==> src/rtl/fpcvt_pkg.sv <==
`default_nettype none
// ============================================================================
// | Module      : fpcvt_pkg                                                  |
// | Description : Shared constants for the FPCVT converter and the state     |
// |               encoding of its serial word loader.                        |
// | Revision    : 1.0 - initial release                                      |
// ============================================================================
// Contents:
//   FPCVT_D_W / FPCVT_E_W / FPCVT_F_W : converter input word, exponent and
//                                       fraction widths
//   ldr_state_e                       : loader FSM states
package fpcvt_pkg;

   localparam int FPCVT_D_W = 12;
   localparam int FPCVT_E_W = 3;
   localparam int FPCVT_F_W = 4;

   typedef enum logic [1:0] {
      LDR_IDLE  = 2'd0,
      LDR_SHIFT = 2'd1,
      LDR_HOLD  = 2'd2
   } ldr_state_e;

endpackage
`default_nettype wire

==> src/rtl/sipo_shift_reg.sv <==
`default_nettype none
// ============================================================================
// | Module      : sipo_shift_reg                                             |
// | Description : Serial-in parallel-out shift register with a synchronous   |
// |               clear that can coincide with a shift.                      |
// | Revision    : 1.0 - initial release                                      |
// ============================================================================
// Ports:
//   clk    in   1      rising-edge clock
//   rst    in   1      synchronous active-high reset (register -> 0)
//   clr    in   1      zero the register before this cycle's shift
//   en     in   1      shift din in this cycle
//   din    in   1      serial data bit
//   q      out  WIDTH  current register contents
//   q_nxt  out  WIDTH  value the register takes on the next edge
module sipo_shift_reg #(
   parameter int WIDTH     = 12,
   parameter bit MSB_FIRST = 1'b1
) (
   input  logic             clk,
   input  logic             rst,
   input  logic             clr,
   input  logic             en,
   input  logic             din,
   output logic [WIDTH-1:0] q,
   output logic [WIDTH-1:0] q_nxt
);

   logic [WIDTH-1:0] sr_q;
   logic [WIDTH-1:0] sr_d;
   logic [WIDTH-1:0] base;
   logic [WIDTH-1:0] shifted;

   // Clear is applied before the shift so that a restart strobe carrying a
   // bit lands that bit as the first bit of the fresh frame.
   assign base = clr ? '0 : sr_q;

   generate
      if (MSB_FIRST) begin : g_msb_first
         assign shifted = {base[WIDTH-2:0], din};
      end else begin : g_lsb_first
         assign shifted = {din, base[WIDTH-1:1]};
      end
   endgenerate

   always_comb begin
      sr_d = base;
      if (en) begin
         sr_d = shifted;
      end
   end

   always_ff @(posedge clk) begin
      if (rst) begin
         sr_q <= '0;
      end else begin
         sr_q <= sr_d;
      end
   end

   assign q     = sr_q;
   assign q_nxt = sr_d;

endmodule
`default_nettype wire

==> src/rtl/fpcvt_word_loader.sv <==
`default_nettype none
// ============================================================================
// | Module      : fpcvt_word_loader                                          |
// | Description : Serial-to-parallel front end for FPCVT. Assembles a        |
// |               WIDTH-bit word one bit per strobe and holds it stable on   |
// |               d_out under a valid/ready handshake.                       |
// | Revision    : 1.0 - initial release                                      |
// ============================================================================
// Ports:
//   clk        in   1      rising-edge clock
//   rst        in   1      synchronous active-high reset, highest priority
//   start      in   1      begin a new frame (discards any partial word)
//   bit_in     in   1      serial data bit, sampled when bit_valid=1
//   bit_valid  in   1      bit strobe
//   d_out      out  WIDTH  assembled word, wired to FPCVT.D
//   d_valid    out  1      d_out holds a complete word (HOLD state)
//   d_ready    in   1      consumer accepts when d_valid & d_ready
//   busy       out  1      frame in progress (SHIFT state)
//   overrun    out  1      sticky: a bit strobe arrived while holding a word
//   word_cnt   out  CNT_W  accepted-word count, wraps
module fpcvt_word_loader
   import fpcvt_pkg::*;
#(
   parameter int WIDTH     = FPCVT_D_W,
   parameter bit MSB_FIRST = 1'b1,
   parameter int CNT_W     = 8
) (
   input  logic             clk,
   input  logic             rst,
   input  logic             start,
   input  logic             bit_in,
   input  logic             bit_valid,
   output logic [WIDTH-1:0] d_out,
   output logic             d_valid,
   input  logic             d_ready,
   output logic             busy,
   output logic             overrun,
   output logic [CNT_W-1:0] word_cnt
);

   localparam int            BC_W     = $clog2(WIDTH);
   localparam logic [BC_W-1:0] BC_LAST = BC_W'(WIDTH - 1);

   ldr_state_e       state_q, state_d;
   logic [BC_W-1:0]  bit_cnt_q, bit_cnt_d;
   logic [WIDTH-1:0] d_out_q, d_out_d;
   logic             overrun_q, overrun_d;
   logic [CNT_W-1:0] word_cnt_q, word_cnt_d;

   logic             sr_clr;
   logic             sr_en;
   logic [WIDTH-1:0] sr_q;
   logic [WIDTH-1:0] sr_nxt;

   // A restart strobe counts as bit 0 when it carries a bit.
   logic [BC_W-1:0]  restart_cnt;
   assign restart_cnt = {{(BC_W-1){1'b0}}, bit_valid};

   sipo_shift_reg #(
      .WIDTH     (WIDTH),
      .MSB_FIRST (MSB_FIRST)
   ) u_sipo (
      .clk   (clk),
      .rst   (rst),
      .clr   (sr_clr),
      .en    (sr_en),
      .din   (bit_in),
      .q     (sr_q),
      .q_nxt (sr_nxt)
   );

   always_comb begin
      state_d    = state_q;
      bit_cnt_d  = bit_cnt_q;
      d_out_d    = d_out_q;
      overrun_d  = overrun_q;
      word_cnt_d = word_cnt_q;
      sr_clr     = 1'b0;
      sr_en      = 1'b0;

      unique case (state_q)
         LDR_IDLE: begin
            // Strobes while idle are dropped silently.
            if (start) begin
               state_d   = LDR_SHIFT;
               bit_cnt_d = '0;
               sr_clr    = 1'b1;
            end
         end

         LDR_SHIFT: begin
            if (start) begin
               sr_clr    = 1'b1;
               sr_en     = bit_valid;
               bit_cnt_d = restart_cnt;
            end else if (bit_valid) begin
               sr_en = 1'b1;
               if (bit_cnt_q == BC_LAST) begin
                  // Completed word goes straight to the output register;
                  // d_out never shows a partially shifted word.
                  state_d   = LDR_HOLD;
                  d_out_d   = sr_nxt;
                  bit_cnt_d = '0;
               end else begin
                  bit_cnt_d = bit_cnt_q + 1'b1;
               end
            end
         end

         LDR_HOLD: begin
            if (d_ready) begin
               word_cnt_d = word_cnt_q + 1'b1;
               if (start) begin
                  state_d   = LDR_SHIFT;
                  sr_clr    = 1'b1;
                  sr_en     = bit_valid;
                  bit_cnt_d = restart_cnt;
               end else begin
                  state_d = LDR_IDLE;
               end
            end
            // A strobe consumed as bit 0 of an immediate restart is not lost.
            if (bit_valid && !(start && d_ready)) begin
               overrun_d = 1'b1;
            end
         end

         default: begin
            state_d = LDR_IDLE;
         end
      endcase
   end

   always_ff @(posedge clk) begin
      if (rst) begin
         state_q    <= LDR_IDLE;
         bit_cnt_q  <= '0;
         d_out_q    <= '0;
         overrun_q  <= 1'b0;
         word_cnt_q <= '0;
      end else begin
         state_q    <= state_d;
         bit_cnt_q  <= bit_cnt_d;
         d_out_q    <= d_out_d;
         overrun_q  <= overrun_d;
         word_cnt_q <= word_cnt_d;
      end
   end

   // sr_q is only observed through sr_nxt; keep it visibly consumed.
   logic unused_sr;
   assign unused_sr = ^sr_q;

   assign d_out    = d_out_q;
   assign d_valid  = (state_q == LDR_HOLD);
   assign busy     = (state_q == LDR_SHIFT);
   assign overrun  = overrun_q;
   assign word_cnt = word_cnt_q;

endmodule
`default_nettype wire

==> config.mk <==
export PLATFORM = sky130hd
export DESIGN_NAME = fpcvt_word_loader
export DESIGN_NICKNAME = d
export VERILOG_FILES = /design/src/rtl/fpcvt_pkg.sv /design/src/rtl/sipo_shift_reg.sv /design/src/rtl/fpcvt_word_loader.sv
export SDC_FILE = /design/constraint.sdc
export NUM_CORES = 1
export LEC_CHECK = 0
export ABC_AREA = 1
export ABC_CLOCK_PERIOD_IN_PS = 2300
export BUFFER_PORTS_ARGS = -buffer_cell sky130_fd_sc_hd__buf_4
export CORE_ASPECT_RATIO = 0.8
export CORE_MARGIN = 2
export CORE_UTILIZATION = 56
export DETAILED_ROUTE_END_ITERATION = 12
export PLACE_DENSITY_LB_ADDON = 0.12
export SYNTH_ARGS = -nofsm -noshare
export SYNTH_HDL_FRONTEND = slang
export SYNTH_SLANG_ARGS = --single-unit
export TNS_END_PERCENT = 30
==> constraint.sdc <==
create_clock -name clk -period 2.3 [get_ports clk]
set_clock_uncertainty 0.2 [all_clocks]
set_input_delay 0.23 -clock clk [delete_from_list [all_inputs] [get_ports clk]]
set_output_delay 0.23 -clock clk [all_outputs]
set_load 0.03 [all_outputs]
* Yosys cells after proc, flatten, opt, wreduce, memory -nomap -nowiden
Index checks and enable logic that the tools add are counted.
** Operators by class
- Add/sub/neg operators :: 2
- Equality and inequality tests :: 10
- Muxes and demuxes :: 24
- Bitwise gates (word level) :: 1
- Reductions and logical operators :: 11
** Operators by type and width (count)
- $mux W12 :: 2
- $mux W4 :: 6
- $pmux W4 S3 :: 1
- $mux W2 :: 5
- $reduce_and A5 Y1 :: 2
- $add A8 B1 Y8 const B :: 1
- $ne A2 B2 Y1 const B :: 4
- $mux W1 :: 7
- $pmux W2 S3 :: 1
- $add A4 B1 Y4 const B :: 1
- $eq A4 B4 Y1 const B :: 1
- $ne A2 B1 Y1 const B :: 2
- $pmux W1 S2 :: 2
- $reduce_and A2 Y1 :: 2
- $reduce_and A4 Y1 :: 1
- $ne A3 B3 Y1 const B :: 1
- $reduce_bool A3 Y1 :: 1
- $eq A2 B1 Y1 const B :: 1
- $eq A2 B2 Y1 const B :: 1
- $logic_and A1 B1 Y1 :: 2
- $logic_not A2 Y1 :: 1
- $reduce_or A2 Y1 :: 1
- $logic_not A1 Y1 :: 1
- $not A1 Y1 :: 1
** Word-level totals
- Bits in registers :: 39
- Output and inout bits :: 23
- Word-level logic and storage cells :: 54

* Logic depth before layout (Yosys ltp)
Gate-level depths: netlist of the first run.
- Word-level depth :: 5
- Mapped depth :: 10
- Gate-level depth less buffers :: 10

* Cells and area by module
Synthesis of the first run repeated with hierarchy kept, for this count alone.
** Unflattened totals
- Cells, all modules :: 293
- Area total of the unflattened synthesis :: 2063.2 µm²
** By module, submodules not included
- fpcvt_word_loader :: instances 1, cells each 203, area an instance 1396.3 µm²
- sipo_shift_reg :: instances 1, cells each 90, area an instance 666.9 µm²

* Worst setup path after synthesis of the first run
Ideal clock, no wire load.
- Path kind :: register -> register
- From :: reg state_q[0]
- To :: reg d_out_q[10] (netlist: d_out[10])
- Library setup time :: 0.119 ns
- Arrival time :: 1.538 ns
- Data required time :: 1.981 ns
- Setup slack :: 0.442 ns
- Cell stages (with the launch flop) :: 11
- Path buffers :: 1
- Period minus slack after synthesis :: 1.858 ns
- Path through :: dfxtp_1 inv_1 ha_1 nand2_2 nand2_1 nand2_1 buf_4 nand2_1 nand2_1 nand2_1 a21oi_1
** RTL lines
- from (decl) :: RTL line fpcvt_word_loader.sv:44 : ldr_state_e state_q, state_d;
- from (signal assigned) :: RTL line fpcvt_word_loader.sv:142 : state_q <= state_d;
- $eq A2 B2 Y1 (*)
- net d_valid :: RTL line fpcvt_word_loader.sv:34 : output logic d_valid,
- $pmux W1 S2 :: RTL line fpcvt_word_loader.sv:81 : unique case (state_q)
- $mux W12 :: RTL line sipo_shift_reg.sv:36 : assign base = clr ? '0 : sr_q;
- $mux W12 (*) :: RTL line sipo_shift_reg.sv:48 : if (en) begin
- to (signal assigned) :: RTL line fpcvt_word_loader.sv:144 : d_out_q <= d_out_d;
- to (decl) :: RTL line fpcvt_word_loader.sv:46 : logic [WIDTH-1:0] d_out_q, d_out_d;
The timed path passes the listed nets; every way through them passes the cells marked *.
A chain may end at the register's enable or synchronous reset.

* Worst setup path after layout of the first run
- From :: reg state_q[0]
- To :: reg d_out_q[10] (netlist: d_out[10])
** Between the ends
- Word-level cells in the longest chain between the ends :: 5
** RTL lines (RTL line)
- $eq A2 B1 Y1 / $logic_not A2 Y1 (equally long branches) :: fpcvt_word_loader.sv:81
- $reduce_or A2 Y1 (no source line)
- $pmux W1 S2 :: fpcvt_word_loader.sv:81
- $mux W12 :: sipo_shift_reg.sv:36
- $mux W12 :: sipo_shift_reg.sv:48
Parallel ways exist; a longest one is shown, timed or not.

==> results of run 1 <==
## area by class of cell
cell class / count / area share
Inverter: 39 / 0.0669
Multi-Input combinational cell: 203 / 0.422
Clock inverter: 1 / 0.00227
Tap cell: 40 / 0.0227
Clock buffer: 7 / 0.0346
Sequential cell: 39 / 0.354
Timing Repair Buffer: 29 / 0.0986
## stage by stage
step | hold slack, ns | std cells
global route | 0.0685 | 358
global placement | 0.250 | 350
detailed placement | 0.272 | 350
floorplan | 0.197 | 290
finish | 0.0624 | 358
CTS | 0.0594 | 358
## power by group through the flow
stage | Sequential, mW | Combinational (mW) | Clock (mW)
after floorplan | 0.707 | 0.113 | 0
after global placement | 0.709 | 0.141 | 0
after detailed placement | 0.709 | 0.142 | 0
after CTS | 0.693 | 0.144 | 0.451
after global routing | 0.695 | 0.163 | 0.481
final | 0.693 | 0.143 | 0.441
## sequential cells by signal, indices dropped and copies added (netlist names)
name       flops
d_out         12
overrun        1
state_q        2
bit_cnt_q      4
word_cnt       8
u_sipo.q      12
## cells in the final DEF (no fill, tap or decap), drive strengths merged
cell type,netlist,routed
o21ai,8,8
clkinv,1,2
nor2,35,35
ha,6,6
or2,1,1
nand3,6,6
nand2,118,118
o21bai,1,1
nor3b,1,1
a31oi,1,1
inv,38,38
nand4,3,3
a21oi,23,23
clkbuf,3,7
dfxtp,39,39
buf,6,29
## layer usage
| metal | wire length, um | part of all wire | GRT usage |
|---|---|---|---|
| met1 | 1800 | 0.47 | 0.279 |
| met2 | 1660 | 0.44 | 0.327 |
| met3 | 294 | 0.077 | 0.0557 |
| met4 | 58 | 0.015 | 0.0812 |
| met5 | 0 | 0 | 0 |
## worst paths after layout
| kind | start | end | slack (ns) | depth (start not counted) |
|---|---|---|---|---|
| setup / recovery | state_q[0] | d_out[10] | 0.30 | 9 |
| hold / removal | rst | bit_cnt_q[0] | 0.06 | 2 |
| setup reg to reg | state_q[0] | d_out[10] | 0.30 | 9 |
| hold reg to reg | bit_cnt_q[3] | bit_cnt_q[3] | 0.28 | 2 |
## kinds of logic after synthesis
family                     synth area share
AOI/OAI and AO/OA                    0.0901
adders and majority gates            0.0392
buffers and inverters                 0.106
DFF                                   0.408
and+or+nand+nor                       0.357
==> metrics.sh, run 1 <==
GLOBAL_ROUTE_WIRE_LENGTH_BEFORE_REPAIR_UM=6560
NUMCTSBUFFERS=5
CTS.PATH.MAX_BUFFERS=2
START_KIND='flip-flop'
CLKPWRFRAC=0.345
NUMBER_OF_CORE_ROWS=18
WL_PER_CELL_UM=10.7
HTREEDEPTH=2
MULTI_INPUT_AREA_SQ_UM=931
NUM-NETS-FINAL=329
FP.DIEH_UM=56.3
DETAILEDROUTE.FIRSTITERATIONVIOLATIONS=104
CLK_PIN_SLEW_WORST_SETUP_HOLD_PATHS_NS=0.07
SHARE_OF_ASYNC_SETTABLE_OR_ASYNC_RESETTABLE_FLOPS_AFTER_SYNTHESIS=0
POWER_DENSITY_nW_PER_UM2=578
POWER_FRAC_COMB=0.112
SEQUENTIAL_CELL_AREA_SQ_UM=781
CTS_ROOT_BUF='sky130_fd_sc_hd__clkbuf_8'
FIN_TNS_SETUP_NS=0
GRT_USAGE=0.210
IO_BUFFER_COUNT=28
INTERNAL-POWER_mW=0.944
LAYOUT.FILLER_CELLS=282
WORSTPATHCELLLIST='inv_1, ha_1, nand2_2, nand2_1, nand2_1, nand2_1, nand2_1, nand2_1, a21oi_1'
PLACE.DETAILED.HPWL_UM=2680
TIMING.CRITICAL_PATH.ARRIVAL_NS=2.02
FIRST_GLOBAL_VIAS=1458
PLACEDINSTANCEAREA_SQ_UM=2130
GPL.FINAL_WEIGHTED_CONGESTION=0.849
SYNTH-EDFF-COUNT=0
SLOWEST_DELAY_NS=0.39
CRIT_FANOUT=12
TIGHTESTPINTRANSITION_NS=0.638
RESIDUAL_DRC=0
SW_SHARE=0.261
EFFECTIVE_UTILIZATION_AT_FLOORPLAN=0.603
SYNTH_LARGEST_AREA_CELL='sky130_fd_sc_hd__dfxtp_1'
YS_FF_LATCH=39
CORE_SQ_UM=3180
SYN_AREA_SQ_UM=1920
POWER.NET_SWITCHING_mW=0.333
MAX_CLOCK_FREQ_MHz=500
STATUS='complete, no violations'
FINAL_UTIL=0.695
POST_CTS.REPAIR.SETUP_BUFFERS=0
GRT_OVERFLOW=0
CELLLEAKAGEPOWER_nW=1.10
POSTLAYOUTSETUPSLACKWORST_NS=0.301
MAXCAPVIOLCOUNT=0
FINAL-HOLD-VIOLATION-COUNT=0
CTS-RESIZED-GATES=0
YS_SEQ_AREA_FRAC=0.408
CRITPATHCAPTURETYPE='flip-flop'
DIE-AREA_SQ_UM=3910
CLOCK_LATENCY_NS=0.29
DRIVE_GT1_FRAC=0.157
DESIGN.PORTCOUNT=29
PWR-SHARE-SEQ=0.543
YOSYS_MOST_USED_DFF='sky130_fd_sc_hd__dfxtp_1'
FINAL_MAX_SLEW_VIOL_COUNT=0
CRITICAL-PATH-SLOWEST-CELL='sky130_fd_sc_hd__dfxtp_1'
DETAIL-ROUTE-ANTENNA-NETS=0
VIAS_PER_CELL=4.85
CTS_TREE='built'
TIMING.SETUP.CRITICAL_PATH_CLASS='flip-flop to flip-flop'
YS_TOP_CELLS_BY_AREA='sky130_fd_sc_hd__dfxtp_1 (41%), sky130_fd_sc_hd__nand2_1 (22%), sky130_fd_sc_hd__inv_1 (7.3%), sky130_fd_sc_hd__a21oi_1 (6.0%), sky130_fd_sc_hd__nor2_1 (5.9%)'
CP_NUM_BUF_INV=1
PATH_DELAY_FAMILY='simple AND/OR/NAND/NOR gates'
SYNTH_COMMONEST_CELLS='sky130_fd_sc_hd__nand2_1 (113), sky130_fd_sc_hd__dfxtp_1 (39), sky130_fd_sc_hd__inv_1 (37), sky130_fd_sc_hd__nor2_1 (30), sky130_fd_sc_hd__a21oi_1 (23)'
MAX-SLEW-MARGIN-REL=0.574
STDCELL_AREA_SQ_UM=2210
DIE-WIDTH_UM=69.4
POWER.TOTAL_mW=1.28
FINAL_PERIOD_MINUS_WORST_SETUP_SLACK_NS=2.00
AVGSYNTHCELLAREA_SQ_UM=6.61
SYN-INSTANCE-COUNT=290
YS_TYPES=25
GRT_SETUP_UNREPAIRED='no'
CTS_NUM_SINKS=39
SETUP-VIOLATIONS-FINAL=0
GRT_START_MAX_NET_PINS=22
ANTENNA_FOUND_INITIAL=0
ANTENNADIODECOUNT=0
CRITPATHREQUIREDTIME_NS=2.32
VIAS=1738
CRIT_PATH_FREQUENT_CELL='sky130_fd_sc_hd__nand2_1'
DETAIL_ROUTE.WIRELENGTH_UM=3820
SYNTHMOSTINSTANTIATEDCELL='sky130_fd_sc_hd__nand2_1'
PRE_CTS_SLACK_NS=0.320
SYN_NETS=302
YS_WARN_COUNT=0
SYNTH_TOP_CELL_AREA_SHARE=0.408
MAX-VDD-IR-DROP_mV=0.432
POSTCTSHOLDBUFS=0
AREA_GROWTH_PCT=15.3
HP-CLASS='input pin to flip-flop'
FINAL_MIN_PERIOD_OVER_CLOCK_PERIOD=0.869
DRTPASS1ITERATIONS=4
No activity file was read; power rests on OpenSTA's default activity.
==> run 2: changes to the inputs <==
ABC_AREA = unset   (was 1)
CORE_UTILIZATION = 55   (was 56)
==> run 2 against run 1 <==
Effect of this change:
- fmax shrank 6.2%
- largest cell class unchanged
- via count shrank 9.0%
- sequential share of layout area grew 0.82 points
- count of clock-buffer cells in the layout grew 1
- cell count shrank 23%
- design area shrank 2.3%
- combinational power grew 58%
- total power grew 11%
==> metrics.sh, run 2 <==
YS_SEQ_AREA_FRAC=0.433
TIMING.CRITICAL_PATH.TO='bit_cnt_q[3]'
POSTLAYOUTSETUPSLACKWORST_NS=0.169
TIGHTESTPINTRANSITION_NS=0.348
CTS_TREE='built'
GRT_OVERFLOW=0
SYN_NETS=220
DETAIL_ROUTE.WIRELENGTH_UM=3820
SYNTH-EDFF-COUNT=0
CTS.PATH.MAX_BUFFERS=2
STARTPOINT='state_q[0]'
SETUP-VIOLATIONS-FINAL=0
FINAL_MIN_PERIOD_OVER_CLOCK_PERIOD=0.927
CRIT_FANOUT=7
MET2_LENGTH_UM=1720
DETAIL-ROUTE-ANTENNA-NETS=0
DRT-MET1-WL_UM=1870
SYNTHMOSTINSTANTIATEDCELL='sky130_fd_sc_hd__dfxtp_1'
CTS_NUM_SINKS=39
SHARE_OF_ASYNC_SETTABLE_OR_ASYNC_RESETTABLE_FLOPS_AFTER_SYNTHESIS=0
START_KIND='flip-flop'
LAYOUT.FILLER_CELLS=253
PRE_CTS_SLACK_NS=0.186
DETAILEDROUTE.FIRSTITERATIONVIOLATIONS=54
IO_BUFFER_COUNT=28
POWER_DENSITY_nW_PER_UM2=655
NUMBER_OF_CORE_ROWS=18
HTREEDEPTH=2
FINAL_MAX_SLEW_VIOL_COUNT=0
SYN-INSTANCE-COUNT=208
MAX-VDD-IR-DROP_mV=0.470
CORE_SQ_UM=3110
POSTCTSHOLDBUFS=0
CELLLEAKAGEPOWER_nW=0.789
ANTENNA_FOUND_INITIAL=0
YS_TYPES=40
VIAS=1582
VIAS_PER_CELL=5.71
MAX_CLOCK_FREQ_MHz=469
TIMING.SETUP.CRITICAL_PATH_CLASS='flip-flop to flip-flop'
SYN_AREA_SQ_UM=1800
GRT_START_MAX_NET_PINS=31
CTS-RESIZED-GATES=0
SYNTH_COMMONEST_CELLS='sky130_fd_sc_hd__dfxtp_1 (39), sky130_fd_sc_hd__nor2_1 (34), sky130_fd_sc_hd__nand2_1 (21), sky130_fd_sc_hd__nand3_1 (14)'
FP.DIEH_UM=55.2
TIMING.RR.START='state_q[0]'
FF2FF_PATH_DEPTH=5
CLK_PIN_SLEW_WORST_SETUP_HOLD_PATHS_NS=0.07
DRTPASS1ITERATIONS=4
NUM-NETS-FINAL=248
YS_WARN_COUNT=0
CTS_ROOT_BUF='sky130_fd_sc_hd__clkbuf_8'
TIMING.CRITICAL_PATH.ARRIVAL_NS=2.14
DIE-AREA_SQ_UM=3760
SYNTH_TOP_CELL_AREA_SHARE=0.433
GPL.FINAL_WEIGHTED_CONGESTION=0.825
AREA_GROWTH_PCT=19.6
MAXUSEDROUTINGLAYER='met4'
CRITPATHREQUIREDTIME_NS=2.31
EFFECTIVE_UTILIZATION_AT_FLOORPLAN=0.581
MIN_DELAY_PATH_DEPTH=2
FINAL_PERIOD_MINUS_WORST_SETUP_SLACK_NS=2.13
LAYOUT.CELLS.MOST_COMMON_LIST='sky130_fd_sc_hd__dfxtp_1 (39), sky130_fd_sc_hd__nor2_1 (34), sky130_fd_sc_hd__buf_4 (34), sky130_fd_sc_hd__nand2_1 (21), sky130_fd_sc_hd__nand3_1 (14)'
FIRST_GLOBAL_VIAS=1445
MAXCAPVIOLCOUNT=0
GLOBAL_ROUTE_WIRE_LENGTH_BEFORE_REPAIR_UM=6450
ANTENNADIODECOUNT=0
NUMCTSBUFFERS=5
DRIVE_GT1_FRAC=0.190
PLACE.DETAILED.HPWL_UM=2810
YOSYS_MOST_USED_DFF='sky130_fd_sc_hd__dfxtp_1'
MOSTFREQUENTLAYOUTCELL='sky130_fd_sc_hd__dfxtp_1'
POST_CTS.REPAIR.SETUP_BUFFERS=0
FINAL-HOLD-VIOLATION-COUNT=0
REG2REG_TO='bit_cnt_q[3]'
YS_TOP_CELLS_BY_AREA='sky130_fd_sc_hd__dfxtp_1 (43%), sky130_fd_sc_hd__nor2_1 (7.1%), sky130_fd_sc_hd__mux2i_1 (6.1%), sky130_fd_sc_hd__a311oi_1 (5.3%), sky130_fd_sc_hd__nand2_1 (4.4%)'
WL_PER_CELL_UM=13.8
CRITPATHCAPTURETYPE='flip-flop'
CLOCK_LATENCY_NS=0.29
YS_FF_LATCH=39
FIN_TNS_SETUP_NS=0
AVGSYNTHCELLAREA_SQ_UM=8.67
ROUTED-WL-MET3_UM=150
REGTOREGSETUPSLACK_NS=0.17
DESIGN.PORTCOUNT=29
HP-CLASS='input pin to flip-flop'
GRT_SETUP_UNREPAIRED='no'
DIE-WIDTH_UM=68.0
MAX-SLEW-MARGIN-REL=0.768
SYNTH_LARGEST_AREA_CELL='sky130_fd_sc_hd__dfxtp_1'
GRT_USAGE=0.222
RESIDUAL_DRC=0
STATUS='complete, no violations'
run 2: changes by cell type in the layout (fill, tap and decap cells not counted), sizes merged, moves of 3 or more:
cell / change
a21oi: -19
a311oi: +11
nand3: +8
xor2: +4
nor2b: +3
o21ai: -6
a211oi: +3
inv: -30
buf: +5
mux2i: +11
nand2: -97
o31ai: +3
run 2: cells by family (layout without fill, tap and decap cells):
family,after synthesis,in the layout,synth area share
AO/OA/AOI/OAI,37,37,0.162
XOR/XNOR,6,6,0.0291
adder cells (fa/ha/maj),6,6,0.0416
buffers and inverters,21,50,0.0451
flip-flops,39,39,0.433
multiplexers,11,11,0.0610
AND/OR/NAND/NOR,88,88,0.229
run 2: worst min-delay path by stage:
stage	start	end	slack, ns
2_1_floorplan	rst	u_sipo.q[11]	0.20
3_3_place_gp	overrun	overrun	0.25
3_5_place_dp	overrun	overrun	0.27
4_1_cts	rst	word_cnt[3]	0.10
5_1_grt	rst	overrun	0.11
6_report	rst	word_cnt[3]	0.11
run 2: per-stage QoR:
| stage | cell area, sq um | util | total power [mW] | std cells | hold WS (ns) |
|---|---|---|---|---|---|
| after global routing | 2160 | 0.694 | 1.48 | 277 | 0.114 |
| after global placement | 2060 | 0.662 | 0.919 | 269 | 0.247 |
| after CTS | 2160 | 0.694 | 1.42 | 277 | 0.103 |
| after floorplan | 1800 | - | 0.860 | 208 | 0.204 |
| final | 2160 | 0.694 | 1.41 | 277 | 0.112 |
| after detailed placement | 2060 | 0.662 | 0.927 | 269 | 0.270 |
run 2: layer usage:
layer / up-vias / GRT usage
li1: 801 / -
met1: 745 / 0.304
met2: 28 / 0.327
met3: 8 / 0.0509
met4: 0 / 0.103
met5: - / 0
run 2: worst max-delay path, cell delays in order (launching register included):
cell	delay [ns]
sky130_fd_sc_hd__dfxtp_1	0.36
sky130_fd_sc_hd__inv_1	0.09
sky130_fd_sc_hd__ha_1	0.25
sky130_fd_sc_hd__a221o_1	0.42
sky130_fd_sc_hd__or4_4	0.52
sky130_fd_sc_hd__o31ai_1	0.22
run 2: cell type report:
class	instances	area, sq um	area share
clock buffer	8	100	0.0464
inverter	8	30.0	0.0139
multi-input combinational	148	942	0.437
sequential	39	781	0.362
tap	40	50.0	0.0232
timing repair buffer	34	255	0.118
run 2: where the power goes:
group          switching [mW]  internal [mW]  total, mW
Combinational           0.144         0.0819      0.226
Clock                   0.226          0.273      0.499
Sequential            0.00629          0.682      0.688
==> run 3: changes to the inputs <==
CELL_PAD_IN_SITES_DETAIL_PLACEMENT = 1   (was unset)
CELL_PAD_IN_SITES_GLOBAL_PLACEMENT = 1   (was unset)
CORE_UTILIZATION = 41   (was 55)
==> run 3 against run 2 <==
Effect of this change:
- clock power shrank 7.2%
- global-route usage down 2.0 points
- sequential share of layout area shrank 0.27 points
- non-clock buffer count is 1 higher
==> metrics.sh, run 3 (synthesis gave the netlist of run 2 again) <==
STATUS='complete, no violations'
CTS.PATH.MAX_BUFFERS=2
START_KIND='flip-flop'
HP-CLASS='input pin to flip-flop'
DIE-WIDTH_UM=78.2
CELLLEAKAGEPOWER_nW=0.790
CLK_PIN_SLEW_WORST_SETUP_HOLD_PATHS_NS=0.07
PRE_CTS_SLACK_NS=0.143
ANTENNA_FOUND_INITIAL=0
LAYOUT.CELLS.MOST_COMMON_LIST='sky130_fd_sc_hd__dfxtp_1 (39), sky130_fd_sc_hd__buf_4 (35), sky130_fd_sc_hd__nor2_1 (34), sky130_fd_sc_hd__nand2_1 (21), sky130_fd_sc_hd__nand3_1 (14)'
POST_CTS.REPAIR.SETUP_BUFFERS=0
HTREEDEPTH=2
VIAS=1614
TIMING.RR.START='state_q[0]'
MAX_CLOCK_FREQ_MHz=457
FINAL_MAX_SLEW_VIOL_COUNT=0
CRITICAL-PATH-SLOWEST-CELL='sky130_fd_sc_hd__or4_4'
LAYOUT.FILLER_CELLS=503
POSTLAYOUTSETUPSLACKWORST_NS=0.110
DETAILEDROUTE.FIRSTITERATIONVIOLATIONS=75
GPL.FINAL_WEIGHTED_CONGESTION=0.785
FINAL_UTIL=0.517
NUMBER_OF_CORE_ROWS=21
WL_PER_CELL_UM=15.5
MET2_LENGTH_UM=2230
CTS-RESIZED-GATES=0
EFFECTIVE_UTILIZATION_AT_FLOORPLAN=0.429
TIMING.CRITICAL_PATH.ARRIVAL_NS=2.19
CLOCK_LATENCY_NS=0.28
REG2REG_TO='bit_cnt_q[3]'
WHS_NS=0.111
MAX-VDD-IR-DROP_mV=0.320
STARTPOINT='state_q[0]'
FINAL_PERIOD_MINUS_WORST_SETUP_SLACK_NS=2.19
AREA_GROWTH_PCT=20.5
CTS_TREE='built'
DRIVE_GT1_FRAC=0.194
DRTPASS1ITERATIONS=4
ANTENNADIODECOUNT=0
IO_BUFFER_COUNT=28
GRT_START_MAX_NET_PINS=31
SLOWEST_DELAY_NS=0.52
CORE_SQ_UM=4200
RESIDUAL_DRC=0
NUMCTSBUFFERS=5
FIN_TNS_SETUP_NS=0
FINAL-HOLD-VIOLATION-COUNT=0
REGTOREGSETUPSLACK_NS=0.11
WORST_HOLD_STARTPOINT='d_ready'
CRIT_FANOUT=7
MAXUSEDROUTINGLAYER='met4'
SETUP-VIOLATIONS-FINAL=0
PLACE.DETAILED.HPWL_UM=3300
DETAIL_ROUTE.WIRELENGTH_UM=4560
MOSTFREQUENTLAYOUTCELL='sky130_fd_sc_hd__dfxtp_1'
CTS_ROOT_BUF='sky130_fd_sc_hd__clkbuf_8'
VIAS_PER_CELL=5.49
TIMING.SETUP.CRITICAL_PATH_CLASS='flip-flop to flip-flop'
FF2FF_PATH_DEPTH=5
FINAL_MIN_PERIOD_OVER_CLOCK_PERIOD=0.952
GRT_OVERFLOW=0
DRT-MET1-WL_UM=2150
CTS_NUM_SINKS=39
CRITPATHCAPTURETYPE='flip-flop'
MAX-SLEW-MARGIN-REL=0.795
TIGHTESTPINTRANSITION_NS=0.304
FP.DIEH_UM=63.3
NUM-NETS-FINAL=249
GRT_SETUP_UNREPAIRED='no'
WORSTPATHCELLLIST='inv_1, ha_1, a221o_1, or4_4, o31ai_1'
MAXCAPVIOLCOUNT=0
CRITPATHREQUIREDTIME_NS=2.30
DETAIL-ROUTE-ANTENNA-NETS=0
GRT_USAGE=0.202
POWER_DENSITY_nW_PER_UM2=642
GLOBAL_ROUTE_WIRE_LENGTH_BEFORE_REPAIR_UM=7920
DIE-AREA_SQ_UM=4950
POSTCTSHOLDBUFS=0
ROUTED-WL-MET3_UM=152
FIRST_GLOBAL_VIAS=1645
HOLD_PATH_END='word_cnt[1]'
DESIGN.PORTCOUNT=29
MIN_DELAY_PATH_DEPTH=4
run 3: worst max-delay path by stage:
stage / slack [ns] / cells past startpoint / to
3_3_place_gp: 0.24 / 5 / bit_cnt_q[3]
6_report: 0.11 / 5 / bit_cnt_q[3]
2_1_floorplan: 0.08 / 6 / bit_cnt_q[3]
4_1_cts: 0.11 / 5 / bit_cnt_q[3]
5_1_grt: 0.01 / 5 / bit_cnt_q[3]
3_5_place_dp: 0.14 / 5 / bit_cnt_q[3]
run 3: metrics by stage:
stage / instance area (sq um) / instances / power (mW)
final: 2170 / 294 / 1.40
after global routing: 2170 / 294 / 1.47
after CTS: 2170 / 294 / 1.40
after detailed placement: 2090 / 287 / 0.946
after global placement: 2090 / 287 / 0.935
after floorplan: 1800 / 208 / 0.860
run 3: power by group:
group | internal, mW | switching, mW
sequential | 0.682 | 0.00695
clock | 0.235 | 0.228
combinational | 0.0880 | 0.155
total | 1.01 | 0.390
run 3: layer usage:
layer / track usage / vias up
met5: 0 / -
met4: 0.0329 / 0
met3: 0.0573 / 5
met2: 0.352 / 29
met1: 0.252 / 776
li1: - / 804
run 3: final cells by class:
cell class	instances	area (sq um)	area share
flip-flops and latches	39	781	0.359
multi-input cells	148	942	0.433
clock inverters	1	5.00	0.00230
repair buffers	35	263	0.121
clock buffers	6	82.6	0.0380
well taps	57	71.3	0.0328
inverters	8	30.0	0.0138
run 3: critical path, delay by kind of cell, from the launching register on:
| family | cells | cell delay [ns] |
|---|---|---|
| AOI/OAI and AO/OA | 2 | 0.66 |
| and+or+nand+nor | 1 | 0.52 |
| DFF | 1 | 0.38 |
| buffers and inverters | 1 | 0.10 |
| adders and majority gates | 1 | 0.25 |
